[src/rtl/mem_arbiter.sv]
// Purpose : round-robin share of one single-port word memory between fetch (f_*) and load/store (d_*).
// Latency : grant in the request cycle when idle; reads and full writes done at T+1, byte-masked writes at T+2.
// Backpressure: one access in flight; requests wait (req held) until a grant, grants only given from IDLE.
// Ports   : clock/reset_n (sync, active-low); f_req/f_addr -> f_gnt/f_done/f_rdata;
//           d_req/d_we/d_be/d_addr/d_wdata -> d_gnt/d_done/d_rdata;
//           mem_write_en/mem_read_en/mem_address/mem_data_i -> memory, mem_data_o <- memory (1-cycle read).
module mem_arbiter #(
  parameter int WORDSIZE = 4,
  parameter int MEMSIZE  = 32 * 1024,
  localparam int ADDR_W  = $clog2(MEMSIZE),
  localparam int DW      = WORDSIZE * 8
) (
  input  logic              clock,
  input  logic              reset_n,
  input  logic              f_req,
  input  logic [ADDR_W-1:0] f_addr,
  output logic              f_gnt,
  output logic              f_done,
  output logic [DW-1:0]     f_rdata,
  input  logic              d_req,
  input  logic              d_we,
  input  logic [WORDSIZE-1:0] d_be,
  input  logic [ADDR_W-1:0] d_addr,
  input  logic [DW-1:0]     d_wdata,
  output logic              d_gnt,
  output logic              d_done,
  output logic [DW-1:0]     d_rdata,
  output logic              mem_write_en,
  output logic              mem_read_en,
  output logic [ADDR_W-1:0] mem_address,
  output logic [DW-1:0]     mem_data_i,
  input  logic [DW-1:0]     mem_data_o
);

  localparam logic [1:0] IDLE    = 2'd0;
  localparam logic [1:0] RD_WAIT = 2'd1;
  localparam logic [1:0] RMW_WR  = 2'd2;
  localparam logic [1:0] ACK     = 2'd3;

  localparam logic FETCH = 1'b0;
  localparam logic DATA  = 1'b1;

  logic [1:0]          state;
  logic [1:0]          state_nxt;
  logic                last_gnt;
  logic                cur_port;
  logic [ADDR_W-1:0]   lat_addr;
  logic [WORDSIZE-1:0] lat_be;
  logic [DW-1:0]       lat_wdata;
  logic [DW-1:0]       merged;
  logic                pick_d;
  logic                pick_f;

  // Data wins unless fetch also asks and data had the previous grant.
  assign pick_d = d_req & (~f_req | (last_gnt == FETCH));
  assign pick_f = f_req & ~pick_d;

  // Old word arrives from the read issued in the grant cycle; overlay enabled bytes.
  always_comb begin
    merged = '0;
    for (int i = 0; i < WORDSIZE; i++) begin
      merged[i*8 +: 8] = lat_be[i] ? lat_wdata[i*8 +: 8] : mem_data_o[i*8 +: 8];
    end
  end

  // All outputs are forced to 0 while reset_n is low, which also blocks an
  // in-progress read-modify-write from reaching the memory.
  always_comb begin
    state_nxt    = state;
    f_gnt        = 1'b0;
    f_done       = 1'b0;
    f_rdata      = '0;
    d_gnt        = 1'b0;
    d_done       = 1'b0;
    d_rdata      = '0;
    mem_write_en = 1'b0;
    mem_read_en  = 1'b0;
    mem_address  = '0;
    mem_data_i   = '0;
    if (reset_n) begin
      case (state)
        IDLE: begin
          if (pick_d) begin
            d_gnt = 1'b1;
            if (!d_we) begin
              mem_read_en = 1'b1;
              mem_address = d_addr;
              state_nxt   = RD_WAIT;
            end else if (&d_be) begin
              mem_write_en = 1'b1;
              mem_address  = d_addr;
              mem_data_i   = d_wdata;
              state_nxt    = ACK;
            end else if (d_be == '0) begin
              state_nxt = ACK;
            end else begin
              mem_read_en = 1'b1;
              mem_address = d_addr;
              state_nxt   = RMW_WR;
            end
          end else if (pick_f) begin
            f_gnt       = 1'b1;
            mem_read_en = 1'b1;
            mem_address = f_addr;
            state_nxt   = RD_WAIT;
          end
        end
        RD_WAIT: begin
          if (cur_port == DATA) begin
            d_done  = 1'b1;
            d_rdata = mem_data_o;
          end else begin
            f_done  = 1'b1;
            f_rdata = mem_data_o;
          end
          state_nxt = IDLE;
        end
        RMW_WR: begin
          mem_write_en = 1'b1;
          mem_address  = lat_addr;
          mem_data_i   = merged;
          state_nxt    = ACK;
        end
        default: begin
          d_done    = 1'b1;
          state_nxt = IDLE;
        end
      endcase
    end
  end

  always_ff @(posedge clock) begin
    if (!reset_n) begin
      state     <= IDLE;
      last_gnt  <= FETCH;
      cur_port  <= FETCH;
      lat_addr  <= '0;
      lat_be    <= '0;
      lat_wdata <= '0;
    end else begin
      state <= state_nxt;
      if (f_gnt) begin
        last_gnt <= FETCH;
        cur_port <= FETCH;
      end else if (d_gnt) begin
        last_gnt  <= DATA;
        cur_port  <= DATA;
        lat_addr  <= d_addr;
        lat_be    <= d_be;
        lat_wdata <= d_wdata;
      end
    end
  end

endmodule
[config.mk]
export PLATFORM = sky130hd
export DESIGN_NAME = mem_arbiter
export DESIGN_NICKNAME = d
export VERILOG_FILES = /design/src/rtl/mem_arbiter.sv
export SDC_FILE = /design/constraint.sdc
export NUM_CORES = 1
export LEC_CHECK = 0
export ABC_AREA = 1
export CAP_MARGIN = 20
export CORE_MARGIN = 2
export CORE_UTILIZATION = 38
export DETAILED_ROUTE_END_ITERATION = 6
export PLACE_DENSITY = 0.86
export REMOVE_ABC_BUFFERS = 1
export SYNTH_ARGS = -nofsm -noshare
export SYNTH_HDL_FRONTEND = slang
export SYNTH_SLANG_ARGS = --single-unit
export TNS_END_PERCENT = 10
[constraint.sdc]
create_clock -name clock -period 4 [get_ports clock]
set_clock_uncertainty 0.15 [all_clocks]
set_input_delay 0.6 -clock clock [delete_from_list [all_inputs] [get_ports clock]]
set_output_delay 0.6 -clock clock [all_outputs]
set_load 0.05 [all_outputs]
==> flow_summary.ini <==
[setup_path]
cp_data_arrival_time_ns = 2.93
path_class = input port to primary output
r2r_start = cur_port
start_kind = input port
path_cells = clkdlybuf4s50_1 > nor2_1 > nand3_1 > nand2_1 > nand2_1 > nand2_1 > a21oi_1 > clkdlybuf4s50_1
startpoint = d_be[3]
crit_required_ns = 3.25
cp_common_cell = nand2_1
critical_path.max_fanout = 15
endpoint_kind = primary output
crit_slowest_cell = clkdlybuf4s50_1
slowest_delay_ns = 0.83

[cts]
cts_setup_buffers = 0
clock_latency_ns = 0.30
cts.reportedPaths.clkPinSlew_ns = 0.09
cts_buffer_depth = 2
cts_tree = yes
root_buffer = clkbuf_8
cts_sinks = 54
cts.repair.resized = 0
cts_made_buffers = 5
hold_buffers = 0
htree_levels = 2

[sta]
worstMarginPinSlew_ns = 0.606
max_freq_mhz = 271
finalSetupTns_ns = 0
finalCritPeriodShare = 0.921
slew_headroom = 0.595
rsz0062_at_grt = false
drv_slew = 0
hold_viol = 0
period_minus_slack_ns = 3.68
hold-worst-slack_ns = 0.317
setup_viol = 0

[layout]
n_fill_cell = 846
drive_above_1_share = 0.0993
final_common_cell = clkdlybuf4s50_1
n_antenna_cell = 0
fin_nets = 909
final_cell_mix = 184 x clkdlybuf4s50_1, 139 x nand2_1, 100 x nor2_1
fin_area_um2 = 6310
syn_to_final_growth_pct = 70.7

[floorplanning]
fp-row-count = 36
dieArea_um2 = 10500
die_height_um = 103
initial_utilization = 0.385
die_w_um = 103
core_um2 = 9590
pin_count = 220

[placement]
placed_cell_area_um2 = 6200
dp_hpwl_um = 10000
gp_congestion = 0.820
numPortBuffers = 219

[routing]
routedWlPerCell_um = 14.5
dr.pass1.iters = 5
vias = 4817
drc = 0
antenna_left = 0
routed_wl_um = 13600
initialDrtViolationCount = 233
vias_per_cell = 5.13

[grt]
grt_pass1_wl_um = 20700
grt_pass1_vias = 4419
antenna_found_initial = 0
overflow = 0
grt_max_degree = 45
track_usage = 0.244

[synthesis]
synth-compound-area-share = 0.197
yosysWarnings = 0
syn_avg_cell_area_um2 = 5.98
syn_inst = 618
yosysTopAreaCellShare = 0.292
synth_top_family_by_area = simple AND/OR/NAND/NOR gates
synth_area_leader_cell = dfxtp_1
yosysUniqueCellTypes = 29
syn-cell-area_um2 = 3700
synth_area_leaders = dfxtp_1 29%, nand2_1 14%, nor2_1 10%
synth_adder_area_share = 0
synthXorXnorAreaFrac = 0
synth-simple-area-share = 0.392
ys_seq_area_frac = 0.292
synth.mux.area_fraction = 0
synth-seq-cells = 54

[worst_hold_path]
hold_start = lat_wdata[9]
hold_class = flip-flop to flip-flop

[power_and_ir_drop]
cellLeakagePower_uw = 0.00263
vdd_ir_drop_max_mv = 0.157
powerDensity_nw_per_um2 = 253

[run]
timing.max_cap.violations = 0

[status]
outcome = complete, no violations
-- power by group --
part / leakage [µW] / switching [µW] / total, µW / internal [µW]
clock: 0.0000573 / 174 / 375 / 201
sequential: 0.000444 / 25.0 / 609 / 584
combinational: 0.00212 / 374 / 614 / 240
-- final cells by class --
class                      count  area (µm²)  area share
timing repair buffer         227        2590       0.410
multi-input combinational    470        2180       0.345
sequential                    54        1080       0.171
inverter                      48         185      0.0293
tap                          133         166      0.0264
clock buffer                   6        82.6      0.0131
clock inverter                 1        30.0     0.00476
-- metrics by stage --
stage / setup slack, ns / power, µW / instances / util
global route: 0.157 / 1680 / 939 / 0.658
global placement: 0.408 / 1220 / 932 / 0.646
finish: 0.316 / 1600 / 939 / 0.658
floorplan: 0.761 / 944 / 572 / -
CTS: 0.330 / 1610 / 939 / 0.658
detailed placement: 0.337 / 1230 / 932 / 0.646
-- path summary, 6_finish.rpt --
check	endpoint	slack, ns	depth (start not counted)
max	mem_address[3]	0.32	8
min reg2reg	lat_wdata[9]	0.32	2
min	lat_wdata[9]	0.32	2
max reg2reg	lat_addr[6]	1.65	8
-- layer usage --
layer	global-route usage	wire (µm)
met1	0.278	5140
met4	0.0677	201
met3	0.0597	1370
met2	0.452	6920
met5	0	0
-- flip-flops by register name, summed over array words and instances (netlist names) --
signal     flops
state          2
lat_be         4
lat_addr      15
cur_port       1
lat_wdata     32
-- critical path: cells and delay by family --
kind / cells / cell delay (ns)
buffers and inverters: 2 / 1.35
and+or+nand+nor: 5 / 0.84
AOI/OAI and AO/OA: 1 / 0.13
-- kinds of logic (layout without fill, tap and decap cells) --
| family | Yosys count | in the layout |
|---|---|---|
| compound gates | 139 | 139 |
| flops | 54 | 54 |
| simple gates | 331 | 331 |
| buf+inv | 94 | 282 |
-- synth_stat cells (all sizes together) --
cell    instances
nand3          80
buf            28
o21bai          1
nand4           2
nand3b          1
a31oi           1
dfxtp          54
clkbuf         18
inv            48
nor2          102
a21oi          77
o21ai          60
nor3            4
nand2         142
Power figures use the tool's default switching activity.
